$ cat src/rtl/weight_init.sv
// Weight initialiser: streams NUM_WEIGHTS pseudo-random weights from an LFSR word into a weight memory.
// Map select: define WEIGHT_INIT_GAUSS_EN for the sum-of-bytes Gaussian map, otherwise uniform shifted map.
module weight_init #(
  parameter int NUM_WEIGHTS = 7840,
  parameter int ADDR_W      = 13,
  parameter int SHIFT       = 4
) (
  input  logic              clk,
  input  logic              rst_n,
  input  logic [31:0]       lfsr_value,
  input  logic              start,
  input  logic              abort,
  output logic              wr_valid,
  input  logic              wr_ready,
  output logic [ADDR_W-1:0] wr_addr,
  output logic [15:0]       wr_data,
  output logic              busy,
  output logic              done,
  output logic [1:0]        fsm_state
);

  // Handshake: a word moves on every rising edge where wr_valid and wr_ready are both high;
  // while wr_valid is high and wr_ready low, wr_addr/wr_data hold.

  typedef enum logic [1:0] {
    IDLE = 2'd0,
    FILL = 2'd1,
    DONE = 2'd2
  } state_t;

  localparam logic [ADDR_W-1:0] LAST = ADDR_W'(NUM_WEIGHTS - 1);

  state_t state;

  assign fsm_state = state;

`ifdef WEIGHT_INIT_GAUSS_EN
  // Sum of four signed bytes approximates a bell curve; scaled by 4 (range -2048..2032).
  function automatic logic [15:0] map_word(input logic [31:0] v);
    logic signed [15:0] s;
    s = $signed({{8{v[7]}},  v[7:0]})   + $signed({{8{v[15]}}, v[15:8]})
      + $signed({{8{v[23]}}, v[23:16]}) + $signed({{8{v[31]}}, v[31:24]});
    return {s[13:0], 2'b00};
  endfunction
`else
  logic unused_hi;
  assign unused_hi = ^lfsr_value[31:16];

  function automatic logic [15:0] map_word(input logic [31:0] v);
    logic signed [15:0] s;
    s = $signed(v[15:0]);
    return s >>> SHIFT;
  endfunction
`endif

  always_ff @(posedge clk or negedge rst_n) begin
    if (!rst_n) begin
      state    <= IDLE;
      wr_valid <= 1'b0;
      wr_addr  <= '0;
      wr_data  <= '0;
      busy     <= 1'b0;
      done     <= 1'b0;
    end else begin
      case (state)
        IDLE, DONE: begin
          if (abort) begin
            state <= IDLE;
            done  <= 1'b0;
          end else if (start) begin
            state    <= FILL;
            wr_valid <= 1'b1;
            busy     <= 1'b1;
            done     <= 1'b0;
            wr_addr  <= '0;
            wr_data  <= map_word(lfsr_value);
          end
        end
        FILL: begin
          // A transfer coinciding with abort completes at the memory; nothing further is issued.
          if (abort) begin
            state    <= IDLE;
            wr_valid <= 1'b0;
            busy     <= 1'b0;
          end else if (wr_ready) begin
            if (wr_addr == LAST) begin
              state    <= DONE;
              wr_valid <= 1'b0;
              busy     <= 1'b0;
              done     <= 1'b1;
            end else begin
              wr_addr <= wr_addr + ADDR_W'(1);
              wr_data <= map_word(lfsr_value);
            end
          end
        end
        default: begin
          state    <= IDLE;
          wr_valid <= 1'b0;
          busy     <= 1'b0;
          done     <= 1'b0;
        end
      endcase
    end
  end

endmodule

$ cat config.mk
export PLATFORM = sky130hd
export DESIGN_NAME = weight_init
export DESIGN_NICKNAME = d
export VERILOG_FILES = /design/src/rtl/weight_init.sv
export SDC_FILE = /design/constraint.sdc
export NUM_CORES = 1
export LEC_CHECK = 0
export ABC_AREA = 1
export CAP_MARGIN = 20
export CORE_MARGIN = 2
export CORE_UTILIZATION = 40
export CTS_CLUSTER_SIZE = 40
export DETAILED_ROUTE_END_ITERATION = 6
export PLACE_DENSITY = 0.8
export SLEW_MARGIN = 10
export SYNTH_ARGS = -nofsm -noshare
export SYNTH_HDL_FRONTEND = slang
export SYNTH_SLANG_ARGS = --single-unit
$ cat constraint.sdc
create_clock -name clk -period 1.7 [get_ports clk]
set_clock_uncertainty 0.05 [all_clocks]
set_input_delay 0.34 -clock clk [delete_from_list [all_inputs] [get_ports clk]]
set_output_delay 0.34 -clock clk [all_outputs]
set_load 0.05 [all_outputs]
==> results_dict.tcl, run 1 <==
set metrics [dict create \
    cap_violations 0 \
    ys_seq_area_frac 0.450 \
    fin_crit_sh 0.924 \
    via_per_inst 4.61 \
    dp_hpwl_microns 2640 \
    nets 321 \
    cpMostUsedCell "nand2_2" \
    root_buffer "clkbuf_8" \
    vias 1539 \
    gp_congestion 0.864 \
    antenna_left 0 \
    grt_antenna_before_repair 0 \
    cts_sinks 29 \
    wl_microns 3600 \
    yosysWarnings 0 \
    ys_async_sr_fraction 1.00 \
    post_drt_wl_per_cell_microns 10.8 \
    antenna_cells 0 \
    path_buf_inv 1 \
    p_per_area_nw_per_um2 1020 \
    cp_cell_sequence "ha_4, nand2_2, nor2_4, nand3_2, nand2_2, nand2_4, buf_4, nand3_1, nand2_1" \
    slowest_stage "dfrtp_2" \
    outcome "complete, no violations" \
    synthToLayoutAreaGrowth_pct 53.3 \
    ir_drop_uv 675 \
    yosys-top-cells-area "dfrtp_1, nand2_1, nand3_1" \
    setup_ws_ns 0.129 \
    leakage_nw 1.26 \
    nFillCells 319 \
    die_w_microns 67.5 \
    dieArea_sq_um 4550 \
    dpl_cell_area_sq_um 2310 \
    fin_crit_ns 1.57 \
    clockBufferDepth 2 \
    hold_viol 0 \
    critPathCaptureType "flop" \
    grt_max_degree 30 \
    yosysMostFrequentCell "nand2_1" \
    timing.rr.end "wr_addr[6]$_DFFE_PN0P_" \
    seqCellArea_sq_um 732 \
    rows 23 \
    worstSetupStartpoint "wr_addr[0]$_DFFE_PN0P_" \
    synth_ff_type "dfrtp_1" \
    arrival_ns 1.70 \
    drive_above_1_share 0.264 \
    setup_viol 0 \
    preCtsSetupSlack_ns -0.0454 \
    synth_top_area_frac 0.450 \
    synthesis.instances 222 \
    clk_latency_ns 0.28 \
    synthDistinctLibCells 22 \
    cts_htree_levels 2 \
    cts_tree "done" \
    dieHeight_microns 67.5 \
    cts_hold_buf 0 \
    overflow 0 \
    multi_input_area_sq_um 772 \
    critical_path.max_fanout 8 \
    synth_top_area_cell "dfrtp_1" \
    crit_required_ns 1.83 \
    critPathMaxStageDelay_ns 0.41 \
    hp-class "input pin to asynchronous set/reset pin" \
    drc 0 \
    worst-r2r-setup-slack_ns 0.13 \
    drtIter0Drc 80 \
    grt_first_pass_wirelength_microns 6470 \
    stdcell_area_sq_um 2470 \
    syn_nets 260 \
    worstRegToRegCells 9 \
    io_pins 71 \
    grt_pass1_vias 1521 \
    track_usage 0.186 \
    start_util 0.409 \
    clk_pin_slew_worst_paths_ns 0.07 \
    drv_slew 0 \
    clock.fmax_mhz 636 \
    crit_family "simple AND/OR/NAND/NOR gates" \
    crit_type "flop to flop" \
    startpoint_type "flop" \
    cts_buffers 5 \
    syn_area_sq_um 1610 \
    cp_num_cells 9 \
    firstDrtPassIters 4 \
    synth_edf_count 0 \
    critical_path.endpoint "wr_addr[6]$_DFFE_PN0P_" \
    fin_util 0.626 \
    io_buffers 50 \
    syn_avg_cell_area_sq_um 7.26 \
    synth_common_cells "nand2_1, dfrtp_1, nand3_1" \
    rsz0062_at_grt "no" \
    max_slew_margin 0.679 \
    final.setup.tns_ns 0 \
    tightestPinTransition_ns 0.481 \
    coreArea_sq_um 3940 \
    ys_seq_elements 29 \
    rr_startpoint "wr_addr[0]$_DFFE_PN0P_" \
]
## through the flow
| stage | power (W) | hold slack [ns] | std cells |
|---|---|---|---|
| 2_1_floorplan | 0.00144 | -0.00559 | 222 |
| 3_3_place_gp | 0.00176 | 0.411 | 325 |
| 3_5_place_dp | 0.00177 | 0.414 | 325 |
| 4_1_cts | 0.00254 | 0.393 | 333 |
| 5_1_grt | 0.00265 | 0.423 | 334 |
| 6_report | 0.00253 | 0.383 | 334 |
## worst min path at each step
stage,startpoint,cells after the start,end
after floorplan,rst_n,0,busy$_DFFE_PN0P_
after global placement,wr_data[10]$_DFFE_PN0P_,2,wr_data[10]$_DFFE_PN0P_
after detailed placement,wr_data[7]$_DFFE_PN0P_,2,wr_data[7]$_DFFE_PN0P_
after CTS,rst_n,2,wr_addr[8]$_DFFE_PN0P_
after global routing,rst_n,2,wr_addr[8]$_DFFE_PN0P_
final,rst_n,2,wr_addr[8]$_DFFE_PN0P_
## cell families after synthesis
family / synth area share
compound gates: 0.0295
xor+xnor: 0.0109
fa+ha+maj: 0.00776
buf+inv: 0.0932
flops: 0.450
simple gates: 0.408
## cells in the final DEF (no fill, tap or decap)
| master | Yosys | final |
|---|---|---|
| nor2_2 | 0 | 1 |
| nand2_4 | 2 | 1 |
| clkbuf_8 | 0 | 6 |
| ha_4 | 0 | 1 |
| nand3_2 | 0 | 2 |
| nor2_1 | 21 | 20 |
| dfrtp_2 | 0 | 5 |
| nand3_1 | 24 | 22 |
| nand2_1 | 93 | 92 |
| clkdlybuf4s50_1 | 0 | 16 |
| nor3_1 | 1 | 1 |
| inv_1 | 18 | 18 |
| o21ai_0 | 2 | 2 |
| a21boi_0 | 1 | 1 |
| nor2_4 | 2 | 2 |
| xor2_1 | 2 | 2 |
| inv_2 | 2 | 2 |
| o21bai_1 | 2 | 2 |
| buf_4 | 5 | 33 |
| dfrtp_1 | 29 | 24 |
| a21oi_1 | 3 | 3 |
| buf_12 | 0 | 15 |
| nand3b_1 | 1 | 1 |
| nor3b_1 | 2 | 2 |
| nand2_8 | 0 | 1 |
| nand2_2 | 3 | 4 |
| bufinv_16 | 0 | 1 |
| nand4_1 | 3 | 3 |
| clkinvlp_4 | 0 | 1 |
## layer usage
layer	vias up	share of wire	track usage
li1	805	-	-
met1	689	0.45	0.237
met2	38	0.49	0.297
met3	7	0.048	0.0400
met4	0	0.015	0.0944
met5	-	0	0
## registers in the layout, summed over array words and instances, names as in the netlist
| register | cells |
|---|---|
| busy | 1 |
| fsm_state | 2 |
| wr_addr | 13 |
| wr_data | 12 |
| done | 1 |
## power by group
group	switching, W	internal [W]	leakage, nW
combinational	0.000581	0.000331	0.829
sequential	0.0000866	0.000775	0.373
clock	0.000279	0.000476	0.0574
## what timing repair did
action,4_1_cts,5_1_grt
endpoints found under the setup margin,0,27
setup buffers,0,1
gates resized for setup,0,7
## layout make-up
type	instances	share of cell area
sequential	29	0.296
clock buffer	6	0.0334
inverter	20	0.0304
clock inverter	2	0.0152
tap	50	0.0253
timing repair buffer	64	0.287
multi-input combinational	163	0.313
Power figures use the tool's default switching activity.
==> inputs of run 2 (changes only) <==
--- a/config.mk
+++ b/config.mk
@@ -8,7 +8,7 @@
 export ABC_AREA = 1
 export CAP_MARGIN = 20
 export CORE_MARGIN = 2
-export CORE_UTILIZATION = 40
+export CORE_UTILIZATION = 38
 export CTS_CLUSTER_SIZE = 40
 export DETAILED_ROUTE_END_ITERATION = 6
 export PLACE_DENSITY = 0.8
==> constraint.sdc (replaced) <==
create_clock -name clk -period 1.4 [get_ports clk]
set_clock_uncertainty 0.05 [all_clocks]
set_input_delay 0.28 -clock clk [delete_from_list [all_inputs] [get_ports clk]]
set_output_delay 0.28 -clock clk [all_outputs]
set_load 0.05 [all_outputs]
==> run 2 against run 1 <==
Net effect: the run now ends with negative setup slack left; routed wire length rose by 36%; global-route usage up 1.3 points; first-iteration DRC count increased by 75%; sequential share of layout area is 5.6 points lower; worst setup slack worse by 0.21 ns; clock power is 22% higher; core utilization grew 14 points; critical endpoint unchanged; largest cell class is now buffers.
==> results_dict.tcl, run 2 (synthesis gave the netlist of run 1 again) <==
set metrics [dict create \
    fin_crit_ns 1.48 \
    clk_latency_ns 0.30 \
    hold_viol 0 \
    rsz0062_at_grt "yes" \
    start_util 0.400 \
    arrival_ns 1.62 \
    cts_hold_buf 0 \
    rows 23 \
    post_drt_wl_per_cell_microns 13.7 \
    grt_max_degree 30 \
    fin_util 0.766 \
    firstDrtPassIters 4 \
    cap_violations 0 \
    path_buf_inv 2 \
    drc 0 \
    fin_crit_sh 1.06 \
    dp_hpwl_microns 3120 \
    root_buffer "clkbuf_8" \
    crit_required_ns 1.54 \
    largest_reg_flops 13 \
    cts_sinks 29 \
    slowest_stage "dfrtp_2" \
    cts_htree_levels 2 \
    dieHeight_microns 69.1 \
    antenna_cells 0 \
    grt_pass1_vias 1647 \
    grt_first_pass_wirelength_microns 7560 \
    vias 1781 \
    final_cell_mix "nand2_1, buf_12, buf_4" \
    outcome "finished with violations" \
    clk_pin_slew_worst_paths_ns 0.07 \
    critical_path.max_fanout 5 \
    dieArea_sq_um 4780 \
    via_per_inst 5.00 \
    coreArea_sq_um 4030 \
    fin_hold_ws_ns 0.287 \
    drv_slew 0 \
    die_w_microns 69.1 \
    track_usage 0.199 \
    antenna_left 0 \
    cp_cell_sequence "inv_1, nand2_1, nor2_1, nand3_2, nand2_4, nand2_8, clkbuf_16, nand3_2, nand2_1" \
    grt_antenna_before_repair 0 \
    setup_ws_ns -0.0779 \
    cts_tree "done" \
    io_buffers 50 \
    nets 343 \
    mostFrequentLayoutCell "nand2_1" \
    violations "negative setup slack" \
    preCtsSetupSlack_ns -0.369 \
    wl_microns 4880 \
    crit_type "flop to flop" \
    max_slew_margin 0.827 \
    cts_buffers 5 \
    hp-class "input pin to asynchronous set/reset pin" \
    critPathCaptureType "flop" \
    clock.fmax_mhz 677 \
    p_per_area_nw_per_um2 1140 \
    setup_viol 26 \
    leakage_nw 1.49 \
    crit_family "simple AND/OR/NAND/NOR gates" \
    tightestPinTransition_ns 0.260 \
    io_pins 71 \
    drtIter0Drc 140 \
    critPathMaxStageDelay_ns 0.41 \
    startpoint_type "flop" \
    drive_above_1_share 0.415 \
    ir_drop_uv 888 \
    clockBufferDepth 2 \
    gp_congestion 0.813 \
    top_register "wr_addr" \
    synthToLayoutAreaGrowth_pct 91.4 \
    overflow 0 \
]
-- run 2: cell types whose count changed in the layout (fill, tap and decap cells not counted), sizes merged --
cell / before / now
dlymetal6s2s: 0 / 1
clkbuf: 6 / 8
clkinvlp: 1 / 0
clkdlybuf4s50: 16 / 14
buf: 48 / 68
dlygate4sd2: 0 / 1
nand2: 98 / 99
-- run 2: final timing paths --
| path | cells after the start | end | slack, ns | startpoint |
|---|---|---|---|---|
| min in group clk | 6 | fsm_state[1]$_DFFE_PN0P_ | 0.47 | wr_ready |
| max reg2reg | 9 | wr_addr[6]$_DFFE_PN0P_ | -0.08 | wr_addr[6]$_DFFE_PN0P_ |
| max | 9 | wr_addr[6]$_DFFE_PN0P_ | -0.08 | wr_addr[6]$_DFFE_PN0P_ |
| min | 2 | wr_data[7]$_DFFE_PN0P_ | 0.29 | rst_n |
| min reg2reg | 2 | wr_data[5]$_DFFE_PN0P_ | 0.48 | wr_data[5]$_DFFE_PN0P_ |
| max in group asynchronous | 2 | wr_addr[10]$_DFFE_PN0P_ | 0.83 | rst_n |
-- run 2: stage by stage --
step                total power, W  area (sq um)  instances  setup TNS (ns)
finish                     0.00352          3080        356           -1.08
global route               0.00365          3080        356           -3.39
CTS                        0.00348          2920        351          -0.537
detailed placement         0.00252          2710        340           -8.79
global placement           0.00249          2710        340           -6.75
floorplan                  0.00177          1670        222           -5.64
-- run 2: timing repair --
item | CTS | global route
gates cloned | 0 | 2
gates resized for setup | 16 | 24
pin swaps | 5 | 11
buffers inserted | 3 | 3
endpoints found under the setup margin | 32 | 28
-- run 2: layout make-up --
type / instances / area (sq um)
sequential: 29 / 741
clock buffer: 7 / 86.3
fill: 254 / 945
clock inverter: 1 / 30.0
tap: 50 / 62.6
timing repair buffer: 85 / 1170
inverter: 20 / 75.1
multi-input combinational: 164 / 923
-- run 2: worst register-to-register path: cells and delay by family (launching register included) --
kind	cells	cell delay, ns
flops	1	0.41
buf+inv	2	0.24
simple gates	7	0.67
-- run 2: routing by layer --
layer	GRT usage	wire length [microns]	vias up	part of all wire
li1	-	-	857	-
met1	0.233	1920	845	0.39
met2	0.332	2530	70	0.52
met3	0.0760	338	9	0.069
met4	0.0675	82	0	0.017
met5	0	0	-	0
-- run 2: power breakdown --
| group | total (W) | switching [W] | internal, W |
|---|---|---|---|
| clock | 0.000918 | 0.000339 | 0.000579 |
| combinational | 0.00152 | 0.000796 | 0.000719 |
| sequential | 0.00108 | 0.000141 | 0.000943 |
==> inputs of run 3 (changes only) <==
--- a/config.mk
+++ b/config.mk
@@ -6,6 +6,7 @@
 export NUM_CORES = 1
 export LEC_CHECK = 0
 export ABC_AREA = 1
+export ABC_CLOCK_PERIOD_IN_PS = 1400
 export CAP_MARGIN = 20
 export CORE_MARGIN = 2
 export CORE_UTILIZATION = 38
==> results of run 3 <==
The final DEF is identical to that of run 2; final timing and power are the same.
